## src/rtl/stream_to_array_pkg.sv

```systemverilog
// Shared definitions for the array kernels: FSM state encoding and default widths.
package stream_to_array_pkg;

  localparam int DEFAULT_DATA_W = 32;
  localparam int DEFAULT_ADDR_W = 10;

  typedef enum logic [1:0] {
    IDLE  = 2'd0,
    WRITE = 2'd1,
    DONE  = 2'd2
  } state_t;

endpackage

```

## src/rtl/stream_to_array.sv

```systemverilog
// Writer kernel: takes n elements from a valid/ready stream, writes them to
// array addresses 0..n-1 and reports their modular sum when the fill is done.
module stream_to_array
  import stream_to_array_pkg::*;
#(
  parameter int DATA_W = DEFAULT_DATA_W,
  parameter int ADDR_W = DEFAULT_ADDR_W
) (
  input  logic              clk,
  input  logic              rst_n,
  input  logic              start,
  output logic              finish,
  input  logic [ADDR_W-1:0] n,
  input  logic              in_valid,
  output logic              in_ready,
  input  logic [DATA_W-1:0] in_data,
  output logic [DATA_W-1:0] res,
  output logic              arr_clk,
  output logic              arr_read_en,
  output logic [ADDR_W-1:0] arr_read_addr,
  input  logic [DATA_W-1:0] arr_read_val,
  output logic              arr_write_en,
  output logic [ADDR_W-1:0] arr_write_addr,
  output logic [DATA_W-1:0] arr_write_val
);

  state_t              state_reg;
  state_t              state_next;
  logic [ADDR_W-1:0]   n_lat_reg;
  logic [ADDR_W-1:0]   index_reg;
  logic [DATA_W-1:0]   acc_reg;
  logic                write_en_reg;
  logic [ADDR_W-1:0]   write_addr_reg;
  logic [DATA_W-1:0]   write_val_reg;
  logic                finish_reg;
  logic [DATA_W-1:0]   res_reg;

  logic                start_ok;
  logic                handshake;
  logic                last_elem;

  // The read port is never used by a writer; keep it quiet but unconnected to any output.
  logic                unused_read;
  assign unused_read = ^arr_read_val;

  assign arr_clk        = clk;
  assign arr_read_en    = 1'b0;
  assign arr_read_addr  = '0;

  // Stream acceptance is purely a function of state, so in_ready has no path from in_valid.
  assign in_ready  = (state_reg == WRITE);
  assign handshake = in_ready && in_valid;
  assign start_ok  = (state_reg == IDLE) && start;
  assign last_elem = (index_reg == (n_lat_reg - ADDR_W'(1)));

  assign finish         = finish_reg;
  assign res            = res_reg;
  assign arr_write_en   = write_en_reg;
  assign arr_write_addr = write_addr_reg;
  assign arr_write_val  = write_val_reg;

  // State register.
  always_ff @(posedge clk or negedge rst_n) begin
    if (!rst_n) begin
      state_reg <= IDLE;
    end else begin
      state_reg <= state_next;
    end
  end

  // Next-state logic: a zero-length fill skips straight to DONE so finish timing stays uniform.
  always_comb begin
    state_next = state_reg;
    case (state_reg)
      IDLE: begin
        if (start) begin
          state_next = (n != '0) ? WRITE : DONE;
        end
      end
      WRITE: begin
        if (handshake && last_elem) begin
          state_next = DONE;
        end
      end
      DONE: begin
        state_next = IDLE;
      end
      default: begin
        state_next = IDLE;
      end
    endcase
  end

  // Fill bookkeeping: latch the count on start, then advance index and sum per accepted element.
  always_ff @(posedge clk or negedge rst_n) begin
    if (!rst_n) begin
      n_lat_reg <= '0;
      index_reg <= '0;
      acc_reg   <= '0;
    end else if (start_ok) begin
      n_lat_reg <= n;
      index_reg <= '0;
      acc_reg   <= '0;
    end else if (handshake) begin
      index_reg <= index_reg + ADDR_W'(1);
      acc_reg   <= acc_reg + in_data;
    end
  end

  // Registered RAM write port: one strobe, the cycle after each accepted element.
  always_ff @(posedge clk or negedge rst_n) begin
    if (!rst_n) begin
      write_en_reg   <= 1'b0;
      write_addr_reg <= '0;
      write_val_reg  <= '0;
    end else begin
      write_en_reg <= handshake;
      if (handshake) begin
        write_addr_reg <= index_reg;
        write_val_reg  <= in_data;
      end
    end
  end

  // Completion: DONE overlaps the last strobe, so finish lands after the RAM has it.
  always_ff @(posedge clk or negedge rst_n) begin
    if (!rst_n) begin
      finish_reg <= 1'b0;
      res_reg    <= '0;
    end else begin
      finish_reg <= (state_reg == DONE);
      if (state_reg == DONE) begin
        res_reg <= acc_reg;
      end
    end
  end

endmodule

```

## config.mk

```make
export PLATFORM = sky130hd
export DESIGN_NAME = stream_to_array
export DESIGN_NICKNAME = d
export VERILOG_FILES = /design/src/rtl/stream_to_array_pkg.sv /design/src/rtl/stream_to_array.sv
export SDC_FILE = /design/constraint.sdc
export NUM_CORES = 1
export LEC_CHECK = 0
export BUFFER_PORTS_ARGS = -buffer_cell sky130_fd_sc_hd__buf_2
export CAP_MARGIN = 10
export CORE_MARGIN = 2
export CORE_UTILIZATION = 56
export CTS_BUF_LIST = sky130_fd_sc_hd__clkbuf_4 sky130_fd_sc_hd__clkbuf_8
export DETAILED_ROUTE_END_ITERATION = 7
export PLACE_DENSITY_LB_ADDON = 0.25
export SLEW_MARGIN = 25
export SYNTH_ARGS = -nofsm -noshare
export SYNTH_HDL_FRONTEND = slang
export SYNTH_SLANG_ARGS = --single-unit
```

## constraint.sdc

```tcl
create_clock -name clk -period 3.8 [get_ports clk]
set_clock_uncertainty 0.2 [all_clocks]
set_input_delay 0.19 -clock clk [delete_from_list [all_inputs] [get_ports clk]]
set_output_delay 0.19 -clock clk [all_outputs]
set_load 0.05 [all_outputs]
```

Word level (Yosys, flattened, before mapping)
Cells that the tools add are included.
Operators by class
  muxes and demuxes: 8
  reductions and logical operators: 7
  equality and inequality tests: 5
  add/subtract/negate cells: 3
Operators by type and width (count)
  $mux W32: 2
  $add A32 B32 Y32: 1
  $mux W10: 2
  $add A10 B1 Y10 const B: 1
  $eq A10 B10 Y1: 1
  $reduce_bool A10 Y1: 1
  $sub A10 B1 Y10 const B: 1
  $mux W2: 3
  $pmux W2 S2: 1
  $logic_and A1 B1 Y1: 3
  $eq A2 B1 Y1 const B: 1
  $eq A2 B2 Y1 const B: 1
  $logic_not A2 Y1: 1
  $ne A2 B1 Y1 const B: 1
  $ne A2 B2 Y1 const B: 1
  $reduce_and A2 Y1: 1
  $reduce_bool A2 Y1: 1
Word-level totals
  output and inout bits: 89
  flip-flop bits (word level): 130
  input port bits: 78

Depth between registers and ports, before layout
Gate-level depths: netlist of run 1.
  depth in word-level cells: 5
  mapped depth: 11
  depth with buffers taken out: 11

==> results.json, run 1 <==
{
  "outcome": "finished, final reports clean",
  "die_h_um": 115,
  "p_leak_nw": 4.31,
  "synth_cell_types": 58,
  "critPathMaxStageDelay_ns": 0.55,
  "grt_pass1_wl_um": 27500,
  "clock_latency_ns": 0.53,
  "ant_nets": 0,
  "ctsResizeCount": 0,
  "die_w_um": 115,
  "start_util_pct": 57.3,
  "grt_pass1_vias": 5774,
  "slew_headroom_pct": 37.6,
  "period_needed_ns": 3.13,
  "wire_per_inst_um": 16.0,
  "synthArstFlopShare_pct": 100,
  "syn2layout_area_growth_pct": 23.1,
  "crit_slowest_cell": "o31ai_1",
  "ys.warnings.count": 0,
  "path_buf_inv": 1,
  "synth-edff-count": 0,
  "synth_top_area_share_pct": 47.2,
  "ys_seq_elements": 130,
  "power.density_nw_per_um2": 731,
  "clk_pin_slew_ns": 0.07,
  "tns_ns": 0,
  "dp_hpwl_um": 10900,
  "core-area_um2": 12000,
  "num_vias": 5791,
  "rows": 40,
  "endpoint_kind": "register",
  "drt_iter0_drc": 377,
  "place_congestion": 0.869,
  "route.detailed.drc": 0,
  "worst_pin_slew_ns": 0.933,
  "hp-class": "in -> reg",
  "finalSetupViolations": 0,
  "synth_area_per_cell_um2": 9.64,
  "grt_antenna_before_repair": 1,
  "hold_viol_final": 0,
  "synthTopCellsByArea": "dfrtp_1 (47%), nand2_1 (9.8%), mux2_2 (6.5%)",
  "ys_seq_area_share_pct": 47.2,
  "viasPerCell": 5.57,
  "grt_max_degree": 73,
  "slew_violations": 0,
  "drv_cap": 0,
  "crit_path_cell_trace": "ha_1 -> inv_1 -> fa_1 -> nor2b_1 -> o21a_1 -> o211ai_1 -> nand3_1 -> a31oi_1 -> o31ai_1 -> a31oi_1 -> nand3b_1",
  "synth_top_flop_cell": "dfrtp_1",
  "postSynthCellCount": 714,
  "rsz0062_at_grt": "no",
  "ios": 167,
  "mostFrequentLayoutCells": "nand2_1 (179), dfrtp_1 (130), buf_2 (122)",
  "crit_top_cell": "a31oi_1",
  "port-buffer-count": 123,
  "synth.largest_area_cell": "dfrtp_1",
  "path_class": "reg -> reg",
  "cp.arrival_ns": 3.34,
  "track_usage_pct": 26.5,
  "final_common_cell": "nand2_1",
  "syn_area_um2": 6890,
  "globalRouteMet3Util_pct": 6.06,
  "max_clock_freq_ghz": 0.320,
  "ir_worst_vdd_mv": 0.390,
  "crit_fanout": 5,
  "busiest_layer": "met2",
  "critPathTopFamily": "compound AO/OA/AOI/OAI gates",
  "drive_gt1_share_pct": 24.7,
  "required_ns": 4.01,
  "gr-usage-met1_pct": 35.3,
  "grt_remaining_overflow": 0,
  "gr-usage-met2_pct": 41.9,
  "finalNonFillerCells": 1039,
  "crit_path_start_kind": "register",
  "die-area_um2": 13200,
  "period_share_pct": 82.3,
  "placed_cells": 960,
  "wl_um": 16600,
  "cts_tree": "yes",
  "firstDrtPassIters": 6,
  "nets": 993
}
layout make-up:
cell class	instances	area (um2)
Fill cell	896	3530
Clock buffer	27	344
Inverter	12	45.0
Clock inverter	6	57.6
Sequential cell	130	3250
Tap cell	147	184
Antenna cell	1	2.50
Timing Repair Buffer	173	1140
Multi-Input combinational cell	543	3450
what timing repair did:
item	4_1_cts	5_1_grt
buffers inserted	0	0
endpoints found under the setup margin	0	0
endpoints found under the hold margin	125	0
hold buffers	45	0
cell usage after synthesis (4+ instances only):
| master | number |
|---|---|
| mux2_2 | 40 |
| o31ai_1 | 4 |
| and3_1 | 5 |
| inv_1 | 11 |
| nor2_1 | 24 |
| ha_1 | 33 |
| a31oi_1 | 5 |
| xnor2_1 | 21 |
| nor3_1 | 6 |
| clkbuf_1 | 24 |
| nand3_1 | 13 |
| dfrtp_1 | 130 |
| nand4_1 | 12 |
| a21o_1 | 14 |
| nor2b_1 | 4 |
| a21oi_1 | 39 |
| nand2_1 | 180 |
| o21ai_0 | 52 |
| xor2_1 | 25 |
| o211ai_1 | 4 |
| buf_4 | 12 |
power breakdown:
group,internal (mW),switching [mW],leakage (nW),total (mW)
Combinational,1.07,1.83,2.43,2.90
Clock,0.650,0.565,0.213,1.21
Sequential,1.75,0.327,1.66,2.08
Total,3.47,2.72,4.31,6.20
metrics by stage:
step	util, %	worst slack [ns]	hold WS (ns)	instance area, um2	total power, mW
finish	70.6	0.671	0.0993	8480	6.20
CTS	70.3	0.698	0.0637	8450	6.19
detailed placement	63.3	0.726	0.173	7600	4.96
global placement	63.3	0.792	0.164	7600	4.84
global route	70.6	0.420	0.108	8480	6.63
floorplan	-	0.954	-0.306	6920	4.31
layer usage:
layer	up-vias	part of all wire, %	wire [um]
li1	2800	-	-
met1	2771	46	7570
met2	185	47	7860
met3	35	4.8	804
met4	0	2.2	364
met5	-	0	0
worst paths after layout:
path	depth (start not counted)	endpoint	slack [ns]	startpoint
max in group asynchronous	3	res[17]	2.44	rst_n
min in group asynchronous	2	index_reg[7]	0.11	rst_n
hold / removal	3	arr_write_en	0.1	in_valid
setup / recovery	11	acc_reg[30]	0.67	acc_reg[0]
hold reg to reg	2	arr_write_val[25]	0.27	arr_write_val[25]
setup reg to reg	11	acc_reg[30]	0.67	acc_reg[0]
worst min-delay path, stage by stage:
cell      delay, ns
buf_2          0.08
nand2_2        0.05
clkinv_1       0.37
cells by family after synthesis:
logic type                 count (synthesis)  synth area share (%)
adders and majority gates                 34                  6.29
and+or+nand+nor                          264                  17.0
buffers and inverters                     51                  3.45
muxes                                     41                  6.69
DFF                                      130                  47.2
other                                      1                0.0545
xor gates and xnor gates                  46                  5.85
AOI/OAI and AO/OA                        147                  13.4
Note: power is estimated with default switching activity, not from simulation.
==> inputs of run 2 (changes only) <==
--- a/config.mk
+++ b/config.mk
@@ -8,7 +8,7 @@
 export BUFFER_PORTS_ARGS = -buffer_cell sky130_fd_sc_hd__buf_2
 export CAP_MARGIN = 10
 export CORE_MARGIN = 2
-export CORE_UTILIZATION = 56
+export CORE_UTILIZATION = 50
 export CTS_BUF_LIST = sky130_fd_sc_hd__clkbuf_4 sky130_fd_sc_hd__clkbuf_8
 export DETAILED_ROUTE_END_ITERATION = 7
 export PLACE_DENSITY_LB_ADDON = 0.25
==> constraint.sdc (replaced) <==
create_clock -name clk -period 2.65 [get_ports clk]
set_clock_uncertainty 0.2 [all_clocks]
set_input_delay 0.1325 -clock clk [delete_from_list [all_inputs] [get_ports clk]]
set_output_delay 0.1325 -clock clk [all_outputs]
set_load 0.05 [all_outputs]
==> run 2 against run 1 <==
  * The flow now finishes with violations (negative setup slack)
  * Flip-flop and latch count unchanged
  * Design area increased by 9.6%
  * Sequential power increased by 44%
  * Via count increased by 5.5%
  * Global-route usage decreased by 0.38 points
  * Hold slack got worse by 0.036 ns
  * Critical endpoint is now acc_reg[22]
  * Critical path type unchanged
  * Count of clock-buffer cells in the layout increased by 1
==> results.json, run 2 (synthesized netlist as in run 1, its figures left out) <==
{
  "mostFrequentLayoutCells": "nand2_1 (179), dfrtp_1 (129), buf_2 (122)",
  "hp-class": "in -> async",
  "r2r_start": "acc_reg[0]",
  "route.detailed.drc": 0,
  "diodes": 0,
  "place_area_um2": 7950,
  "path_buf_inv": 2,
  "seq_area_um2": 3250,
  "multi_input_area_um2": 3700,
  "violations": "negative setup slack",
  "viasPerCell": 5.42,
  "ff2ff_setup_slack_ns": -0.14,
  "critPathMaxStageDelay_ns": 0.42,
  "syn2layout_area_growth_pct": 34.9,
  "worst_pin_slew_ns": 0.806,
  "power.density_nw_per_um2": 1100,
  "die-area_um2": 14700,
  "r2r_end": "acc_reg[22]",
  "core-area_um2": 13300,
  "start_util_pct": 51.6,
  "grt_antenna_before_repair": 0,
  "crit_path_cell_trace": "ha_4 -> inv_2 -> fa_2 -> nor2b_1 -> o21a_1 -> o211ai_1 -> nand3_4 -> buf_4 -> a41o_1 -> a21oi_2 -> xnor2_1 -> o21ai_0",
  "required_ns": 2.85,
  "place_congestion": 0.883,
  "nets": 1051,
  "slew_violations": 0,
  "grt_remaining_overflow": 0,
  "dp_slack_ns": -0.220,
  "hold_viol_final": 0,
  "max_clock_freq_ghz": 0.359,
  "grt_max_degree": 73,
  "clock_latency_ns": 0.56,
  "endpoint_kind": "register",
  "die_h_um": 121,
  "cp.arrival_ns": 2.99,
  "drive_gt1_share_pct": 32.1,
  "wire_per_inst_um": 16.4,
  "port-buffer-count": 123,
  "cts_tree": "yes",
  "track_usage_pct": 26.2,
  "die_w_um": 121,
  "clk_pin_slew_ns": 0.08,
  "crit_path_start_kind": "register",
  "p_leak_nw": 4.67,
  "placed_cells": 1030,
  "final_common_cell": "nand2_1",
  "finalNonFillerCells": 1128,
  "finalSetupViolations": 11,
  "ant_nets": 0,
  "crit_slowest_cell": "dfrtp_1",
  "path_class": "reg -> reg",
  "rsz0062_at_grt": "yes",
  "ios": 167,
  "final_area_um2": 9290,
  "drt_iter0_drc": 351,
  "critPathTopFamily": "compound AO/OA/AOI/OAI gates",
  "ir_worst_vdd_mv": 0.680,
  "rr_worst_depth": 12,
  "grt_pass1_wl_um": 30400,
  "period_needed_ns": 2.79,
  "firstDrtPassIters": 5,
  "period_share_pct": 105,
  "rows": 42,
  "drv_cap": 0,
  "dp_hpwl_um": 12000,
  "grt_pass1_vias": 6237,
  "wl_um": 18500,
  "crit_fanout": 4,
  "setup_slack_ns": -0.139,
  "num_vias": 6112,
  "slew_headroom_pct": 46.2,
  "n_fill_cell": 1028,
  "outcome": "complete, but fails checks"
}
-- run 2: worst min-delay path, stage by stage --
cell           delay, ns
dlygate4sd3_1       0.53
buf_4               0.11
buf_4               0.55
-- run 2: layout make-up --
type,instances,share of cell area (%)
Multi-Input combinational cell,543,39.8
Sequential cell,130,35.0
Timing Repair Buffer,231,17.0
Clock buffer,28,3.99
Tap cell,176,2.37
Clock inverter,8,1.32
Inverter,12,0.485
-- run 2: where the power goes --
part	internal [mW]	leakage [nW]	switching, mW
Sequential	2.52	1.66	0.486
Combinational	2.16	2.76	3.00
Clock	1.20	0.246	0.858
Total	5.87	4.67	4.35
-- run 2: timing repair --
item                       in CTS  in global routing
hold buffers                   52                  0
buffers inserted                6                  5
pin swaps                      15                 12
setup endpoints to repair      15                 20
hold endpoints to repair      206                  0
resized for setup              14                 30
-- run 2: worst max-delay path by stage --
stage / start / slack (ns) / endpoint / cells after the start
after detailed placement: acc_reg[0] / -0.22 / acc_reg[24] / 11
after floorplan: acc_reg[1] / 0.02 / acc_reg[25] / 9
after global routing: acc_reg[0] / -0.25 / acc_reg[24] / 11
after CTS: acc_reg[0] / -0.08 / acc_reg[26] / 12
final: acc_reg[0] / -0.14 / acc_reg[22] / 12
after global placement: acc_reg[0] / -0.1 / acc_reg[30] / 12
-- run 2: layer usage --
metal / global-route usage (%) / vias to the layer above / routed length (um)
li1: - / 2909 / -
met1: 35.6 / 2998 / 8450
met2: 42.0 / 180 / 8870
met3: 5.64 / 25 / 912
met4: 8.33 / 0 / 273
met5: 0 / - / 0
-- run 2: metrics by stage --
stage	hold slack [ns]	setup TNS, ns	util (%)	power [mW]
floorplan	-0.363	0	-	6.18
global placement	-0.260	-0.632	59.5	7.44
detailed placement	-0.258	-1.35	59.5	7.57
CTS	0.0866	-0.330	68.1	9.88
global route	0.126	-2.69	69.6	10.9
finish	0.0633	-0.788	69.6	10.2
==> inputs of run 3 (changes only) <==
--- a/config.mk
+++ b/config.mk
@@ -8,7 +8,7 @@
 export BUFFER_PORTS_ARGS = -buffer_cell sky130_fd_sc_hd__buf_2
 export CAP_MARGIN = 10
 export CORE_MARGIN = 2
-export CORE_UTILIZATION = 50
+export CORE_UTILIZATION = 40
 export CTS_BUF_LIST = sky130_fd_sc_hd__clkbuf_4 sky130_fd_sc_hd__clkbuf_8
 export DETAILED_ROUTE_END_ITERATION = 7
 export PLACE_DENSITY_LB_ADDON = 0.25
==> run 3 against run 2 <==
  * The flow still finishes with violations (negative setup slack)
  * Sequential power hardly changed
  * Maximum frequency increased by 3.1%
  * Flip-flop and latch count unchanged
  * Core utilization shrank 13 points
  * Hold slack better by 0.072 ns
  * Via count shrank 3.2%
  * Cell count grew 5.7%
  * Critical path depth is the same
  * Global-route usage is 6.2 points lower
  * Critical endpoint is now acc_reg[10]
==> results.json, run 3 (synthesized netlist as in run 1, its figures left out) <==
{
  "die_h_um": 135,
  "power.density_nw_per_um2": 1050,
  "hp-class": "in -> reg",
  "finalPower_mw": 9.90,
  "firstDrtPassIters": 4,
  "p_leak_nw": 4.72,
  "track_usage_pct": 20.0,
  "period_share_pct": 102,
  "ios": 167,
  "drv_cap": 0,
  "die-area_um2": 18300,
  "cp.arrival_ns": 2.95,
  "violations": "negative setup slack",
  "crit_fanout": 3,
  "crit_path_start_kind": "register",
  "slew_violations": 0,
  "n_fill_cell": 1498,
  "syn2layout_area_growth_pct": 37.4,
  "required_ns": 2.90,
  "diodes": 0,
  "final_common_cell": "nand2_1",
  "wire_per_inst_um": 14.6,
  "place_congestion": 0.868,
  "start_util_pct": 41.2,
  "outcome": "complete, but fails checks",
  "grt_antenna_before_repair": 0,
  "dp_hpwl_um": 11700,
  "place_area_um2": 8070,
  "endpoint_kind": "register",
  "die_w_um": 135,
  "final_area_um2": 9460,
  "ir_worst_vdd_mv": 0.508,
  "cts_tree": "yes",
  "hold_viol_final": 0,
  "multi_input_area_um2": 3690,
  "ant_nets": 0,
  "hold_slack_ns": 0.135,
  "route.detailed.drc": 0,
  "grt_max_degree": 73,
  "clock_latency_ns": 0.56,
  "port-buffer-count": 123,
  "period_needed_ns": 2.71,
  "worst_pin_slew_ns": 0.778,
  "grt_pass1_vias": 5933,
  "nets": 1071,
  "rows": 47,
  "setup_slack_ns": -0.0560,
  "grt_remaining_overflow": 0,
  "seq_area_um2": 3250,
  "final_util_pct": 56.7,
  "drive_gt1_share_pct": 32.1,
  "viasPerCell": 4.96,
  "finalSetupViolations": 3,
  "drt_iter0_drc": 247,
  "wl_um": 17400,
  "clk_pin_slew_ns": 0.07,
  "mostFrequentLayoutCells": "nand2_1 (179), dfrtp_1 (130), buf_2 (122)",
  "slew_headroom_pct": 48.2,
  "max_clock_freq_ghz": 0.370,
  "path_class": "reg -> reg",
  "grt_pass1_wl_um": 28600,
  "core-area_um2": 16700,
  "rsz0062_at_grt": "yes",
  "num_vias": 5915
}
==> run 3: cell types whose count changed in the layout (fill, tap and decap cells not counted), moves of 3 or more <==
cell           delta
buf_4             +3
buf_6             +4
clkbuf_8          -5
clkinv_2          +3
clkinv_4          +3
dlygate4sd3_1    +12
o21ai_0           -8
o21ai_1           +8
==> run 3: where the power goes <==
| part | internal, mW | switching (mW) |
|---|---|---|
| Clock | 0.878 | 0.891 |
| Sequential | 2.51 | 0.456 |
| Combinational | 2.25 | 2.92 |
==> run 3: cell type report <==
| type | count | area share [%] |
|---|---|---|
| clock buffers | 23 | 3.19 |
| well taps | 220 | 2.91 |
| inverters | 12 | 0.476 |
| repair buffers | 251 | 18.9 |
| clock inverters | 13 | 1.19 |
| flip-flops and latches | 130 | 34.4 |
| multi-input cells | 543 | 39.0 |
==> run 3: final timing paths <==
path / endpoint / cells after the start / slack [ns] / from
worst max-delay path: acc_reg[10] / 12 / -0.06 / acc_reg[0]
worst min-delay path: arr_write_val[20] / 4 / 0.14 / in_data[20]
worst max register to register: acc_reg[10] / 12 / -0.06 / acc_reg[0]
worst min register to register: arr_write_val[25] / 2 / 0.27 / arr_write_val[25]
max in group asynchronous: acc_reg[16] / 4 / 1.44 / rst_n
min in group asynchronous: n_lat_reg[5] / 4 / 0.47 / rst_n
==> run 3: metrics by stage <==
step | setup TNS [ns] | cells | worst slack (ns)
2_1_floorplan | 0 | 724 | 0.0180
3_3_place_gp | -0.637 | 1082 | -0.195
3_5_place_dp | -0.895 | 1082 | -0.189
4_1_cts | -0.307 | 1187 | -0.0956
5_1_grt | -1.63 | 1192 | -0.219
6_report | -0.0954 | 1192 | -0.0560
==> run 3: critical path: stages, from the launching register on <==
cell and delay [ns]:
dfrtp_1 0.41, ha_4 0.18, inv_2 0.05, fa_2 0.20, nor2b_2 0.04, o21a_1 0.18
buf_6 0.12, o21a_1 0.17, o21a_1 0.18, o211ai_1 0.20, a21oi_1 0.11, or3_1 0.32
a32o_1 0.25
==> run 3: timing repair <==
action / CTS / global route
buffers inserted: 5 / 8
hold buffers: 65 / 0
pin swaps: 10 / 27
endpoints found under the setup margin: 14 / 21
hold endpoints to repair: 210 / 0
resized for setup: 17 / 36
==> run 3: metal layers <==
layer | routed length, um | track usage, % | vias to the layer above
met3 | 653 | 5.95 | 15
met2 | 8060 | 31.7 | 104
met5 | 0 | 0 | -
met4 | 209 | 5.84 | 0
li1 | - | - | 2955
met1 | 8470 | 26.6 | 2841
